### config.mk
export PLATFORM = sky130hd
export DESIGN_NAME = rram_pulse_ctrl_flat
export DESIGN_NICKNAME = d
export VERILOG_FILES = /design/src/rtl/rram_pulse_ctrl_if.sv /design/src/rtl/rram_pulse_ctrl.sv /design/src/flat_wrapper.sv
export SDC_FILE = /design/constraint.sdc
export NUM_CORES = 1
export LEC_CHECK = 0
export CORE_UTILIZATION = 35
export CTS_CLUSTER_SIZE = 16
export DETAILED_ROUTE_END_ITERATION = 8
export DONT_BUFFER_PORTS = 1
export REMOVE_ABC_BUFFERS = 1
export SLEW_MARGIN = 20
export SYNTH_ARGS = -nofsm -noshare
export SYNTH_HDL_FRONTEND = slang
export SYNTH_SLANG_ARGS = --single-unit
### constraint.sdc
create_clock -name clk -period 6.2 [get_ports clk]
set_input_delay 1.24 -clock clk [delete_from_list [all_inputs] [get_ports clk]]
set_output_delay 1.24 -clock clk [all_outputs]
set_load 0.1 [all_outputs]
### src/rtl/rram_pulse_ctrl_if.sv
// Command channel of the RRAM pulse sequencer: valid/ready handshake plus abort.
// The register block drives the master side; the sequencer takes the slave side.
interface rram_pulse_ctrl_if #(
  parameter int CNT_W = 16
);
  logic             cmd_valid;
  logic             cmd_ready;
  logic [1:0]       cmd_op;
  logic [2:0]       cmd_sel;
  logic [CNT_W-1:0] cmd_width;
  logic             abort;

  modport master (
    output cmd_valid, cmd_op, cmd_sel, cmd_width, abort,
    input  cmd_ready
  );

  modport slave (
    input  cmd_valid, cmd_op, cmd_sel, cmd_width, abort,
    output cmd_ready
  );
endinterface

### src/rtl/rram_pulse_ctrl.sv
// Select -> pulse -> discharge sequencer for the 1T1R and 1R RRAM test cells.
// Every pad-side enable is a flop loaded from the next-state decode, so no enable glitches.
module rram_pulse_ctrl #(
  parameter int CNT_W     = 16,
  parameter int SETUP_CYC = 4,
  parameter int HOLD_CYC  = 4
) (
  input  logic             clk,
  input  logic             resetn,
  rram_pulse_ctrl_if.slave cmd,
  output logic [3:0]       sl_sel,
  output logic             r1_sel,
  output logic             wl_en,
  output logic             wl_boost,
  output logic             te_drv,
  output logic             sl_drv,
  output logic             read_en,
  input  logic             sense_in,
  output logic             busy,
  output logic             done,
  output logic             err,
  output logic             aborted,
  output logic             rd_data,
  output logic [CNT_W-1:0] op_count
);

  typedef enum logic [2:0] {S_IDLE, S_SETUP, S_PULSE, S_HOLD, S_DONE} state_t;

  localparam logic [1:0]       OP_READ  = 2'd0;
  localparam logic [1:0]       OP_SET   = 2'd1;
  localparam logic [1:0]       OP_RESET = 2'd2;
  localparam logic [1:0]       OP_FORM  = 2'd3;
  localparam logic [CNT_W-1:0] SETUP_LD = CNT_W'(SETUP_CYC - 1);
  localparam logic [CNT_W-1:0] HOLD_LD  = CNT_W'(HOLD_CYC - 1);

  state_t           r_state, w_state_next;
  logic [1:0]       r_op, w_op_next;
  logic [2:0]       r_sel, w_sel_next;
  logic [CNT_W-1:0] r_width, w_width_next;
  logic [CNT_W-1:0] r_cnt, w_cnt_next;
  logic             r_abt, w_abt_next;
  logic             r_err, w_err_next;
  logic             r_aborted, w_aborted_next;
  logic             r_rd_data, w_rd_next;
  logic [CNT_W-1:0] r_op_count, w_count_next;
  logic             r_sync1, r_sync2;

  logic [3:0]       r_sl_sel, w_sl_sel_next;
  logic             r_r1_sel, w_r1_next;
  logic             r_wl_en, w_wl_next;
  logic             r_wl_boost, w_boost_next;
  logic             r_te_drv, w_te_next;
  logic             r_sl_drv, w_sl_next;
  logic             r_read_en, w_read_next;
  logic             r_done, w_done_next;

  logic             w_accept;
  logic             w_legal;
  logic [CNT_W-1:0] w_pulse_ld;

  assign w_accept   = cmd.cmd_valid && (r_state == S_IDLE);
  assign w_legal    = (cmd.cmd_sel <= 3'd4);
  assign w_pulse_ld = (r_width == '0) ? '0 : r_width - 1'b1;

  always_comb begin
    w_state_next   = r_state;
    w_op_next      = r_op;
    w_sel_next     = r_sel;
    w_width_next   = r_width;
    w_cnt_next     = r_cnt;
    w_abt_next     = r_abt;
    w_err_next     = r_err;
    w_aborted_next = r_aborted;
    w_rd_next      = r_rd_data;
    w_count_next   = r_op_count;
    case (r_state)
      S_IDLE: begin
        if (w_accept) begin
          w_op_next      = cmd.cmd_op;
          w_sel_next     = cmd.cmd_sel;
          w_width_next   = cmd.cmd_width;
          w_abt_next     = 1'b0;
          w_aborted_next = 1'b0;
          if (w_legal) begin
            w_err_next   = 1'b0;
            w_cnt_next   = SETUP_LD;
            w_state_next = S_SETUP;
          end else begin
            w_err_next   = 1'b1;
            w_state_next = S_DONE;
          end
        end
      end
      S_SETUP: begin
        if (cmd.abort) begin
          w_abt_next   = 1'b1;
          w_cnt_next   = HOLD_LD;
          w_state_next = S_HOLD;
        end else if (r_cnt == '0) begin
          w_cnt_next   = w_pulse_ld;
          w_state_next = S_PULSE;
        end else begin
          w_cnt_next = r_cnt - 1'b1;
        end
      end
      S_PULSE: begin
        if (cmd.abort) begin
          w_abt_next   = 1'b1;
          w_cnt_next   = HOLD_LD;
          w_state_next = S_HOLD;
        end else if (r_cnt == '0) begin
          // Sense result is captured only when the pulse ran to completion.
          if (r_op == OP_READ) w_rd_next = r_sync2;
          w_cnt_next   = HOLD_LD;
          w_state_next = S_HOLD;
        end else begin
          w_cnt_next = r_cnt - 1'b1;
        end
      end
      S_HOLD: begin
        if (r_cnt == '0) begin
          w_aborted_next = r_abt;
          if (!r_abt) w_count_next = r_op_count + 1'b1;
          w_state_next = S_DONE;
        end else begin
          w_cnt_next = r_cnt - 1'b1;
        end
      end
      S_DONE:  w_state_next = S_IDLE;
      default: w_state_next = S_IDLE;
    endcase
  end

  // Enables are decoded from the state being entered so they line up with it.
  always_comb begin
    w_sl_sel_next = '0;
    w_r1_next     = 1'b0;
    w_wl_next     = 1'b0;
    w_boost_next  = 1'b0;
    w_te_next     = 1'b0;
    w_sl_next     = 1'b0;
    w_read_next   = 1'b0;
    w_done_next   = (w_state_next == S_DONE);
    if (w_state_next == S_SETUP || w_state_next == S_PULSE || w_state_next == S_HOLD) begin
      if (w_sel_next < 3'd4)       w_sl_sel_next[w_sel_next[1:0]] = 1'b1;
      else if (w_sel_next == 3'd4) w_r1_next = 1'b1;
    end
    if (w_state_next == S_PULSE) begin
      w_wl_next = (w_sel_next < 3'd4);
      case (w_op_next)
        OP_READ:  w_read_next = 1'b1;
        OP_SET:   w_te_next   = 1'b1;
        OP_RESET: w_sl_next   = 1'b1;
        OP_FORM: begin
          w_te_next    = 1'b1;
          w_boost_next = (w_sel_next < 3'd4);
        end
        default: ;
      endcase
    end
  end

  always_ff @(posedge clk or negedge resetn) begin
    if (!resetn) begin
      r_state    <= S_IDLE;
      r_op       <= '0;
      r_sel      <= '0;
      r_width    <= '0;
      r_cnt      <= '0;
      r_abt      <= 1'b0;
      r_err      <= 1'b0;
      r_aborted  <= 1'b0;
      r_rd_data  <= 1'b0;
      r_op_count <= '0;
      r_sync1    <= 1'b0;
      r_sync2    <= 1'b0;
      r_sl_sel   <= '0;
      r_r1_sel   <= 1'b0;
      r_wl_en    <= 1'b0;
      r_wl_boost <= 1'b0;
      r_te_drv   <= 1'b0;
      r_sl_drv   <= 1'b0;
      r_read_en  <= 1'b0;
      r_done     <= 1'b0;
    end else begin
      r_state    <= w_state_next;
      r_op       <= w_op_next;
      r_sel      <= w_sel_next;
      r_width    <= w_width_next;
      r_cnt      <= w_cnt_next;
      r_abt      <= w_abt_next;
      r_err      <= w_err_next;
      r_aborted  <= w_aborted_next;
      r_rd_data  <= w_rd_next;
      r_op_count <= w_count_next;
      r_sync1    <= sense_in;
      r_sync2    <= r_sync1;
      r_sl_sel   <= w_sl_sel_next;
      r_r1_sel   <= w_r1_next;
      r_wl_en    <= w_wl_next;
      r_wl_boost <= w_boost_next;
      r_te_drv   <= w_te_next;
      r_sl_drv   <= w_sl_next;
      r_read_en  <= w_read_next;
      r_done     <= w_done_next;
    end
  end

  assign cmd.cmd_ready = (r_state == S_IDLE);
  assign busy          = (r_state != S_IDLE);
  assign sl_sel        = r_sl_sel;
  assign r1_sel        = r_r1_sel;
  assign wl_en         = r_wl_en;
  assign wl_boost      = r_wl_boost;
  assign te_drv        = r_te_drv;
  assign sl_drv        = r_sl_drv;
  assign read_en       = r_read_en;
  assign done          = r_done;
  assign err           = r_err;
  assign aborted       = r_aborted;
  assign rd_data       = r_rd_data;
  assign op_count      = r_op_count;

endmodule

### src/flat_wrapper.sv
// flat-port wrapper written by rule: the top's interface ports become plain ports
module rram_pulse_ctrl_flat 
#(
  parameter int CNT_W     = 16,
  parameter int SETUP_CYC = 4,
  parameter int HOLD_CYC  = 4
)
  (clk, resetn, sl_sel, r1_sel, wl_en, wl_boost, te_drv, sl_drv, read_en, sense_in, busy, done, err, aborted, rd_data, op_count, cmd_cmd_valid, cmd_cmd_op, cmd_cmd_sel, cmd_cmd_width, cmd_abort, cmd_cmd_ready);
  rram_pulse_ctrl_if #(.CNT_W(CNT_W)) cmd_i ();
  input  logic clk;
  input  logic resetn;
  output logic [3:0] sl_sel;
  output logic r1_sel;
  output logic wl_en;
  output logic wl_boost;
  output logic te_drv;
  output logic sl_drv;
  output logic read_en;
  input  logic sense_in;
  output logic busy;
  output logic done;
  output logic err;
  output logic aborted;
  output logic rd_data;
  output logic [CNT_W-1:0] op_count;
  input wire logic [$bits(cmd_i.cmd_valid)-1:0] cmd_cmd_valid;
  input wire logic [$bits(cmd_i.cmd_op)-1:0] cmd_cmd_op;
  input wire logic [$bits(cmd_i.cmd_sel)-1:0] cmd_cmd_sel;
  input wire logic [$bits(cmd_i.cmd_width)-1:0] cmd_cmd_width;
  input wire logic [$bits(cmd_i.abort)-1:0] cmd_abort;
  output wire logic [$bits(cmd_i.cmd_ready)-1:0] cmd_cmd_ready;
  assign cmd_i.cmd_valid = cmd_cmd_valid;
  assign cmd_i.cmd_op = cmd_cmd_op;
  assign cmd_i.cmd_sel = cmd_cmd_sel;
  assign cmd_i.cmd_width = cmd_cmd_width;
  assign cmd_i.abort = cmd_abort;
  assign cmd_cmd_ready = cmd_i.cmd_ready;
  rram_pulse_ctrl #(.CNT_W(CNT_W), .SETUP_CYC(SETUP_CYC), .HOLD_CYC(HOLD_CYC)) u_core (.clk(clk), .resetn(resetn), .cmd(cmd_i), .sl_sel(sl_sel), .r1_sel(r1_sel), .wl_en(wl_en), .wl_boost(wl_boost), .te_drv(te_drv), .sl_drv(sl_drv), .read_en(read_en), .sense_in(sense_in), .busy(busy), .done(done), .err(err), .aborted(aborted), .rd_data(rd_data), .op_count(op_count));
endmodule
# == After elaboration in Yosys (flattened, before gate mapping) ==
# Cells that the tools add are included.
# totals
word_cells,109
out_inout_bits,32
register_bits,73
# classes
n_mux,43
n_lt_le_gt_ge,4
n_eq_ne,16
n_reduce_logical,21
bitwise,2
addsub,3
# op_table
operator,n
16-bit 2-to-1 mux,8
16-bit case mux with 4 select lines,1
16-bit zero test,2
16-bit by 1-bit subtractor with 16-bit output (second input constant),2
3-bit 2-to-1 mux,9
1-bit 2-to-1 mux,17
16-bit by 1-bit adder with 16-bit output (second input constant),1
3-bit by 2-bit == test with 1-bit output (second input constant),4
3-bit case mux with 4 select lines,1
3-bit AND reduction,3
4-bit 2-to-1 mux,2
2-bit by 1-bit != test with 1-bit output (second input constant),4
4-bit AND reduction,2
3-bit by 1-bit == test with 1-bit output (second input constant),2
3-bit == test (second input constant),2
2-bit == test (second input constant),2
2-bit zero test,2
2-bit 2-to-1 mux,2
1-bit case mux with 2 select lines,2
2-bit nonzero test,2
4-bit nonzero test,1
2-bit OR reduction,2
3-bit less-or-equal comparator (second input constant),1
3-bit zero test,1
other kinds (11),14

# == Depth between registers and ports, before layout ==
# logic_depth
depth_word,10
depth_mapped,9
mapped_depth_nobuf,8

# == Least setup slack after synthesis ==
# Ideal clock, no wire load.
# synth_path
path_kind,register -> output
from,reg u_core.r_state[1]
to,out busy
path_stages_with_launch,4
required_time_ns,4.960
slack_ns,0.949
arrival_time_ns,4.011
path_cell_list,dfrtp_1 > clkbuf_1 > nor3_1 > inv_1
# synth_between
elab_chain_cells,1
# synth_rtl
item,line,source
from (decl),rram_pulse_ctrl.sv:36,"state_t r_state, w_state_next;"
from (signal assigned),rram_pulse_ctrl.sv:186,r_state <= w_state_next;
3-bit nonzero test,rram_pulse_ctrl.sv:210,assign busy = (r_state != S_IDLE);
to (decl),flat_wrapper.sv:20,output logic busy;
# No other way between the ends.

# == Final worst setup path ==
# layout_path
from,reg u_core.r_cnt[8]
to,reg u_core.r_cnt[6]
# layout_between
elab_chain_cells,4
# layout_rtl
item,line,source
from (decl),rram_pulse_ctrl.sv:40,"logic [CNT_W-1:0] r_cnt, w_cnt_next;"
from (signal assigned),rram_pulse_ctrl.sv:190,r_cnt <= w_cnt_next;
16-bit zero test (*),"rram_pulse_ctrl.sv:99, rram_pulse_ctrl.sv:111, rram_pulse_ctrl.sv:121",
"16-bit 2-to-1 mux, on equally long branches","rram_pulse_ctrl.sv:111, rram_pulse_ctrl.sv:99",
"16-bit 2-to-1 mux, on equally long branches","rram_pulse_ctrl.sv:107, rram_pulse_ctrl.sv:95",
16-bit case mux with 4 select lines,rram_pulse_ctrl.sv:76,case (r_state)
# Mark *: on every way between the ends. The rest lies on a longest branch, timed or not.
# A chain may end at the register's enable or synchronous reset.

==> out/qor.yml <==
outcome:
  outcome: "completed"
final_layout:
  syn_to_final_growth_pct: 11.1
  antenna_cells: 0
  utilization: 0.398
  nFillCells: 1042
  regArea_mm2: 0.00183
  nets: 423
  layout-drive-gt1-share: 0.0732
  multi_input_area_mm2: 0.00177
power:
  powerDensity_mw_per_mm2: 520
  peakVddDrop_uv: 335
  p_leak_nw: 1.82
synth:
  postSynthCellCount: 389
  synth_area_leaders: "dfrtp_1, nand2_1, xnor2_1"
  synth_top_area_share: 0.496
  synth_enable_flop_cells: 0
  ys_warn_count: 0
  yosysTopAreaCell: "dfrtp_1"
  yosysSeqAreaShare: 0.496
  yosysMostFrequentCell: "dfrtp_1"
  ys_types: 45
  syn_area_mm2: 0.00368
  synthTopCellsByCount: "dfrtp_1, nand2_1, nor2_1, o21ai_0, xnor2_1"
  synth_seq_cells: 73
  ys_async_sr_fraction: 1.00
  avgSynthCellArea_um2: 9.47
  synth_ff_type: "dfrtp_1"
detailed_routing:
  viasPerCell: 5.34
  met1_length_um: 3700
  top_layer: "met4"
  wl_met3_um: 452
  wl_per_cell_um: 15.2
  drc: 0
  ant_nets: 0
  wl_um: 8090
  drt_iter0_markers: 207
  vias: 2842
  drtPass1Iterations: 6
  wl_met2_um: 3830
timing:
  slew_headroom: 0.238
  clock_skew_ns: 0.00905
  finalSetupTns_ns: 0
  rsz0062_at_grt: "no"
  finalCritPeriodShare: 0.520
  finalCriticalPeriod_ns: 3.22
  fin_hold_ws_ns: 0.359
  hold_viol: 0
  timing.fmax_mhz: 310
  final_max_slew_viol_count: 0
  worst_pin_slew_ns: 1.14
  finalSetupViolations: 0
run:
  max_cap_viol_count: 0
placement:
  numPortBuffers: 0
  gp_congestion: 0.857
  hpwl_um: 5750
worst_setup_path:
  cp.required_ns: 6.44
  cp-start-kind: "flop"
  crit_chain: "nor4_1 > nand4_1 > a31oi_1 > or3_1 > o21ai_0 > a22o_1"
  r2r_slack_ns: 2.98
  cp_num_buf_inv: 0
  cp_max_fo: 13
  cp-end-kind: "flop"
  worstSetupPathType: "flop to flop"
  slowest_delay_ns: 1.06
  cp_top_family: "compound AO/OA/AOI/OAI gates"
  cpMaxStageDelayCell: "a31oi_1"
  arrival_ns: 3.47
global_route:
  grt_pass1_vias: 2796
  track_usage: 0.157
  antenna_found_initial: 0
  grt_first_pass_wirelength_um: 13600
  globalRouteOverflowTotal: 0
  grt_max_degree: 74
clocking:
  cts_tree: "yes"
  cts_setup_buffers: 0
  htreeDepth: 3
  numCtsBuffers: 9
  clockBufferDepth: 2
  clkTransAtPathRegs_ns: 0.08
  cts.repair.resized: 0
  cts_sinks: 73
  clkLatencyLatePin_ns: 0.35
  ctsHoldBuffers: 0
  root_buffer: "clkbuf_8"
floorplanning:
  die_h_um: 105
  ios: 58
  start_util: 0.358
  num_rows: 37
  die_area_mm2: 0.0109
  fp.dieW_um: 105
  core_area_mm2: 0.0103
worst_hold_path:
  worstHoldPathType: "flop to flop"
==> sequential cells by signal, summed over array words and instances, names as in the netlist, 2 cells and up <==
name,count
u_core.op_count,16
u_core.r_cnt,16
u_core.r_width,16
u_core.sl_sel,4
u_core.r_sel,3
u_core.r_state,3
u_core.r_op,2
==> kinds of logic after synthesis <==
| kind of cell | count (synthesis) | share of synthesized area |
|---|---|---|
| flops | 73 | 0.496 |
| mux | 9 | 0.0251 |
| compound gates | 68 | 0.117 |
| fa+ha+maj | 5 | 0.0170 |
| xor+xnor | 30 | 0.0713 |
| simple gates | 178 | 0.246 |
| buf+inv | 26 | 0.0272 |
==> layout by cell type (no fill, tap or decap), types with 2 or more instances in the layout <==
master     instances
or3_1              3
ha_1               5
xnor2_1           19
nor3_2             2
xor2_1            11
and3_1             5
mux2_2             2
nor4b_1            4
o22ai_1            8
inv_1             16
or4_4              2
clkbuf_8           9
o32a_1             2
o21ai_0           24
nand2b_1           4
nor4_1             9
nor2_1            36
nand3_1            9
or4_1              2
bufinv_16          3
nand4_1            9
a21o_1             4
nor3b_1            3
nand2_1           69
nor3_1            14
mux2i_1            7
a21oi_1           11
a31oi_1            2
dfrtp_1           73
a22o_1             8
o211ai_1           2
==> where the power goes <==
| group | total, W | switching, W | internal (W) |
|---|---|---|---|
| Clock | 0.000448 | 0.000182 | 0.000266 |
| Sequential | 0.00100 | 0.000388 | 0.000616 |
| Combinational | 0.000677 | 0.000401 | 0.000277 |
==> worst reg2reg max path, cell delays in order, from the launching register on <==
cell and delay (ns):
dfrtp_1 0.42, nor4_1 0.58, nand4_1 0.50, a31oi_1 1.06, or3_1 0.21, o21ai_0 0.09
a22o_1 0.25
==> area by class of cell <==
cell class	count	area share
clock buffer	10	0.0312
clock inverter	5	0.0254
sequential	73	0.446
tap	136	0.0416
inverter	16	0.0147
multi-input combinational	290	0.433
timing repair buffer	2	0.00795
==> per-layer routing <==
layer,GRT usage,vias to the layer above
met1,0.206,1363
met3,0.0349,9
li1,-,1379
met5,0,-
met4,0.0624,0
met2,0.251,91
==> final timing paths <==
kind                                      start                 end  depth (start not counted)
worst max-delay path            u_core.r_cnt[8]     u_core.r_cnt[6]                          6
worst min-delay path             u_core.r_sync1      u_core.r_sync2                          0
worst max register to register  u_core.r_cnt[8]     u_core.r_cnt[6]                          6
worst min register to register   u_core.r_sync1      u_core.r_sync2                          0
max in group asynchronous                resetn  u_core.r_width[10]                          0
min in group asynchronous                resetn  u_core.op_count[9]                          0
==> through the flow <==
stage / area [um^2] / total power (W) / instances / worst slack, ns
floorplan: 3640 / 0.00150 / 379 / 1.04
global placement: 3860 / 0.00168 / 517 / 2.86
detailed placement: 3860 / 0.00169 / 517 / 2.83
CTS: 4090 / 0.00214 / 532 / 3.01
global route: 4090 / 0.00227 / 532 / 2.69
finish: 4090 / 0.00213 / 532 / 2.98
(Power assumes the default switching activity.)
==> edit 1 (same settings) <==
Make the reset (`resetn`) synchronous in one clocked block.
--- a/src/rtl/rram_pulse_ctrl.sv
+++ b/src/rtl/rram_pulse_ctrl.sv
@@ -160,7 +160,7 @@
     end
   end
 
-  always_ff @(posedge clk or negedge resetn) begin
+  always_ff @(posedge clk) begin
     if (!resetn) begin
       r_state    <= S_IDLE;
       r_op       <= '0;
Formal check against the unedited RTL: differs if resetn is asserted again (counterexample within 4 cycles, from zero or initial values and one cycle with resetn low); with resetn held inactive, the same outputs for 10 cycles.
==> edit 1 against the unedited design <==
- register-to-register slack better by 0.23 ns
- cell count increased by 8.6%
- area after synthesis up 0.85%
- design area down 0.46%
- core utilization shrank 0.36 points
- routed wire length grew 11%
- setup slack improved by 0.18 ns
- sequential cell count is the same
- power decreased by 27%
- global-route usage rose by 1.1 points
- largest power group unchanged
==> edit 1: results (changes against the unedited design) <==
\begin{tabular}{lr}
\hline
Metric & Value \\
\hline
\multicolumn{2}{l}{\textbf{Timing}} \\
\quad Rel. slew slack & 24.9\% (+1.1 points) \\
\quad Post-route fraction of the period consumed by the critical path & 49.0\% (-3.0 points) \\
\quad Worst Skew & 0.0119 ns (+0.00286 ns) \\
\multicolumn{2}{l}{\textbf{Global routing}} \\
\quad Tot GR Track Use & 16.8\% (+1.1 points) \\
\quad Wire length of the first global-routing pass & 15100 um (+11\%) \\
\quad Maximum number of pins on one net before global-route repair & 32 (-57\%) \\
\multicolumn{2}{l}{\textbf{Setup path}} \\
\quad Reg-to-reg critical path startpoint & u\_core.r\_cnt[0] \\
\quad Cell family contributing the most delay on the critical path & flip-flops \\
\quad Stage delay of the slowest cell on the critical path & 0.67 ns (-0.39 ns) \\
\quad Slowest cell on the critical path & sky130\_fd\_sc\_hd\_\_dfxtp\_1 \\
\quad Termination of the worst setup path & busy \\
\quad CP Data Arrival Time & 1.80 ns (-1.67 ns) \\
\quad R2R Path End & u\_core.r\_cnt[14] \\
\quad Worst-case register-to-register setup slack & 3.21 ns (+0.23 ns) \\
\quad Reg2reg path depth & 7 (+1) \\
\quad Startpoint of the worst setup timing path & u\_core.r\_state[2] \\
\multicolumn{2}{l}{\textbf{Pwr}} \\
\quad Largest voltage drop on the vdd net & 160 uV (-52\%) \\
\quad Leakage power total & 0.00143 uW (-22\%) \\
\multicolumn{2}{l}{\textbf{Placed design}} \\
\quad Placed Instances & 563 (+8.9\%) \\
\quad Worst slack after detailed placement & 3.03 ns (+0.196 ns) \\
\quad Detail Placement HPWL & 6360 um (+11\%) \\
\multicolumn{2}{l}{\textbf{Route}} \\
\quad Iteration-0 DRC count of the detailed router & 258 (+25\%) \\
\quad Top metal layer carrying routed signals & met4 \\
\quad Total wire length & 8980 um (+11\%) \\
\quad Total met3 wirelength after detailed routing & 529 um (+17\%) \\
\quad WL per Instance & 15.5 um (+2.1\%) \\
\quad Detailed Routing Iterations Pass 1 & 4 (-2) \\
\quad Total length of routed met2 wires & 4180 um (+9.0\%) \\
\multicolumn{2}{l}{\textbf{Synthesis}} \\
\quad Most common library cells after synthesis & sky130\_fd\_sc\_hd\_\_dfxtp\_1 (73), sky130\_fd\_sc\_hd\_\_nand2\_1 (56), sky130\_fd\_sc\_hd\_\_a21oi\_1 (39) \\
\quad Number of distinct library cell variants in the gate-level netlist after synthesis & 58 (+29\%) \\
\quad Top area cells in the synthesized netlist & sky130\_fd\_sc\_hd\_\_dfxtp\_1 (39\%), sky130\_fd\_sc\_hd\_\_nand2\_1 (5.7\%), sky130\_fd\_sc\_hd\_\_a21oi\_1 (5.3\%) \\
\quad Number of synthesized flops with an enable pin & 0 (unchanged) \\
\quad Sequential area share after synthesis & 39.3\% (-10 points) \\
\quad Synth Area per Inst & 8.29 um2 (-12\%) \\
\multicolumn{2}{l}{\textbf{Final layout}} \\
\quad Share of post-route cells with drive strength above 1 & 7.69\% (+0.37 points) \\
\multicolumn{2}{l}{\textbf{Status}} \\
\quad Result of the run & finished, final reports clean \\
\hline
\end{tabular}
==> edit 1: cell count changes after synthesis, sizes merged, moves of 8 or more <==
cell,before,now
clkbuf,8,18
o22ai,8,19
dfrtp,73,0
a21oi,11,39
nor4,10,18
dfxtp,0,73
nand2,69,56
o21ai,24,11
==> edit 1: how the worst min path moves through the flow <==
stage,from,endpoint,slack [ns],cells past startpoint
floorplan,u_core.r_sync1,u_core.r_sync2,0.41,1
global placement,u_core.r_sync1,u_core.r_sync2,0.43,1
detailed placement,u_core.r_sync1,u_core.r_sync2,0.43,1
CTS,u_core.r_sync1,u_core.r_sync2,0.44,1
global route,u_core.r_sync1,u_core.r_sync2,0.46,1
finish,u_core.r_sync1,u_core.r_sync2,0.45,1
==> edit 1: cells by family after synthesis <==
logic type / share of synthesized area (%)
buffers and inverters: 4.51
XOR/XNOR: 7.07
adder cells (fa/ha/maj): 1.95
multiplexers: 0.539
flip-flops: 39.3
AO/OA/AOI/OAI: 18.0
AND/OR/NAND/NOR: 28.6
==> edit 1: power breakdown <==
group | internal (uW) | switching [uW]
Clock | 289 | 176
Combinational | 180 | 326
Sequential | 503 | 88.7
==> edit 1: metal layers <==
| layer | vias to the layer above | track usage, % |
|---|---|---|
| li1 | 1607 | - |
| met1 | 1560 | 22.2 |
| met2 | 79 | 26.5 |
| met3 | 9 | 4.49 |
| met4 | 0 | 5.43 |
| met5 | - | 0 |
==> edit 1: layout make-up <==
cell class	instances	area (um2)
repair buffers	3	40.0
clock inverters	4	98.8
clock buffers	11	151
flip-flops and latches	73	1460
fillers	1056	6250
well taps	136	170
multi-input cells	335	2090
inverters	16	60.1
==> edit 1: metrics by stage <==
stage | util [%] | hold slack [ns] | area, um2
after floorplan | - | 0.412 | 3610
after global placement | 37.0 | 0.426 | 3820
after detailed placement | 37.0 | 0.432 | 3820
after CTS | 39.4 | 0.445 | 4070
after global routing | 39.4 | 0.457 | 4070
final | 39.4 | 0.445 | 4070
==> edit 1: worst register-to-register path, stage by stage, from the launching register on <==
cell and delay, ns:
sky130_fd_sc_hd__dfxtp_1 0.37, sky130_fd_sc_hd__inv_1 0.10, sky130_fd_sc_hd__ha_1 0.17, sky130_fd_sc_hd__nor4b_2 0.28, sky130_fd_sc_hd__nand4_2 0.50, sky130_fd_sc_hd__a21oi_1 0.97
sky130_fd_sc_hd__o22ai_1 0.20, sky130_fd_sc_hd__a22o_1 0.27
==> edit 2 (same settings) <==
Made on the original files. `CNT_W` is set to 16 in 3 places; all go to 20.
--- a/src/rtl/rram_pulse_ctrl_if.sv
+++ b/src/rtl/rram_pulse_ctrl_if.sv
@@ -1,7 +1,7 @@
 // Command channel of the RRAM pulse sequencer: valid/ready handshake plus abort.
 // The register block drives the master side; the sequencer takes the slave side.
 interface rram_pulse_ctrl_if #(
-  parameter int CNT_W = 16
+  parameter int CNT_W = 20
 );
   logic             cmd_valid;
   logic             cmd_ready;
--- a/src/rtl/rram_pulse_ctrl.sv
+++ b/src/rtl/rram_pulse_ctrl.sv
@@ -1,7 +1,7 @@
 // Select -> pulse -> discharge sequencer for the 1T1R and 1R RRAM test cells.
 // Every pad-side enable is a flop loaded from the next-state decode, so no enable glitches.
 module rram_pulse_ctrl #(
-  parameter int CNT_W     = 16,
+  parameter int CNT_W     = 20,
   parameter int SETUP_CYC = 4,
   parameter int HOLD_CYC  = 4
 ) (
--- a/src/flat_wrapper.sv
+++ b/src/flat_wrapper.sv
@@ -1,7 +1,7 @@
 // flat-port wrapper written by rule: the top's interface ports become plain ports
 module rram_pulse_ctrl_flat 
 #(
-  parameter int CNT_W     = 16,
+  parameter int CNT_W     = 20,
   parameter int SETUP_CYC = 4,
   parameter int HOLD_CYC  = 4
 )
Interface: changed (resized cmd_cmd_width and op_count); port bits go from 58 to 66. No check against the original RTL was run, so the function may have changed too.
==> edit 2 against the unedited design <==
- routed wire length rose by 27%
- sequential cell count is 12 higher
- clock skew decreased by 0.0016 ns
- highest routed layer unchanged
- power is 6.5% higher
- sequential power increased by 6%
- area after synthesis grew 20%
- fmax increased by 3.0%
- sequential share of layout area decreased by 1.4 points
- design area increased by 20%
- setup slack improved by 0.093 ns
==> edit 2: results (changes against the unedited design) <==
\begin{tabular}{lr}
\hline
Metric & Value \\
\hline
\multicolumn{2}{l}{\textbf{Status}} \\
\quad Result of the run & finished, final reports clean \\
\multicolumn{2}{l}{\textbf{Route}} \\
\quad Detailed Routing Iterations Pass 1 & 5 (-1) \\
\quad WL per Instance & 15.9 um (+4.7\%) \\
\quad Via count of the routed design & 3485 (+23\%) \\
\quad Iteration-0 DRC count of the detailed router & 274 (+32\%) \\
\multicolumn{2}{l}{\textbf{Synthesis}} \\
\quad Most frequently used cell type in the post-synthesis netlist & sky130\_fd\_sc\_hd\_\_nand2\_1 \\
\quad Post-synthesis cell count & 475 (+22\%) \\
\quad Sequential area share after synthesis & 48.2\% (-1.4 points) \\
\quad Most common library cells after synthesis & sky130\_fd\_sc\_hd\_\_nand2\_1 (91), sky130\_fd\_sc\_hd\_\_dfrtp\_1 (85), sky130\_fd\_sc\_hd\_\_nor3\_1 (31) \\
\quad Number of distinct library cell variants in the gate-level netlist after synthesis & 56 (+24\%) \\
\multicolumn{2}{l}{\textbf{Global routing}} \\
\quad Wire length of the first global-routing pass & 17200 um (+26\%) \\
\quad Via count of the first global-routing pass & 3429 (+23\%) \\
\quad Maximum number of pins on one net before global-route repair & 86 (+16\%) \\
\multicolumn{2}{l}{\textbf{Placed design}} \\
\quad Placed Instances & 632 (+22\%) \\
\quad Gpl congestion & 0.886 (+3.4\%) \\
\quad Detail Placement HPWL & 7350 um (+28\%) \\
\multicolumn{2}{l}{\textbf{Pwr}} \\
\quad Largest voltage drop on the vdd net & 287 uV (-14\%) \\
\quad Switching share of power & 42.2\% (-3.4 points) \\
\quad Leakage power total & 0.00222 uW (+22\%) \\
\multicolumn{2}{l}{\textbf{Setup path}} \\
\quad CP Data Arrival Time & 1.89 ns (-1.58 ns) \\
\quad Stage delay of the slowest cell on the critical path & 0.73 ns (-0.33 ns) \\
\multicolumn{2}{l}{\textbf{Timing}} \\
\quad Slew of the pin with the lowest slew margin & 1.04 ns (-0.101 ns) \\
\quad Worst Skew & 0.00749 ns (-0.00156 ns) \\
\multicolumn{2}{l}{\textbf{Final layout}} \\
\quad Number of nets in the finished design & 510 (+21\%) \\
\quad Number of inserted filler cells in the final layout & 1213 (+16\%) \\
\hline
\end{tabular}
edit 2: cell type report:
cell class / instances / area [um2] / share of cell area, %
tap: 168 / 210 / 4.27
timing repair buffer: 3 / 40.0 / 0.813
multi-input combinational: 357 / 2170 / 44.0
inverter: 19 / 71.3 / 1.45
clock inverter: 4 / 55.1 / 1.12
sequential: 85 / 2130 / 43.2
clock buffer: 11 / 253 / 5.13
edit 2: power groups by stage:
stage / clock network (uW) / registers [uW] / logic [uW]
after global routing: 594 / 1090 / 724
after floorplan: 0 / 1020 / 513
after detailed placement: 0 / 1070 / 643
after global placement: 0 / 1060 / 635
final: 556 / 1060 / 648
after CTS: 576 / 1060 / 646
edit 2: worst paths after layout:
| path | startpoint | to | slack, ns | depth (start not counted) |
|---|---|---|---|---|
| setup / recovery | u_core.r_state[2] | busy | 3.07 | 2 |
| hold / removal | u_core.r_sync1 | u_core.r_sync2 | 0.35 | 0 |
| setup reg to reg | u_core.r_state[2] | u_core.r_cnt[14] | 3.09 | 8 |
| hold reg to reg | u_core.r_sync1 | u_core.r_sync2 | 0.35 | 0 |
| max in group asynchronous | resetn | u_core.r_cnt[19] | 5.46 | 0 |
| min in group asynchronous | resetn | u_core.op_count[3] | 0.59 | 0 |
edit 2: logic make-up (layout without fill, tap and decap cells):
group	count (synthesis)	in the layout	synth area share, %
AO/OA/AOI/OAI	75	75	11.2
multiplexers	8	8	1.87
adder cells (fa/ha/maj)	5	5	1.42
buffers and inverters	33	37	2.86
AND/OR/NAND/NOR	229	229	26.5
XOR/XNOR	40	40	7.93
flip-flops	85	85	48.2
edit 2: metal layers:
metal	part of all wire [%]	track usage, %	up-vias
li1	-	-	1681
met1	46	22.8	1689
met2	47	25.9	93
met3	4.8	4.45	22
met4	2.3	7.19	0
met5	0	0	-
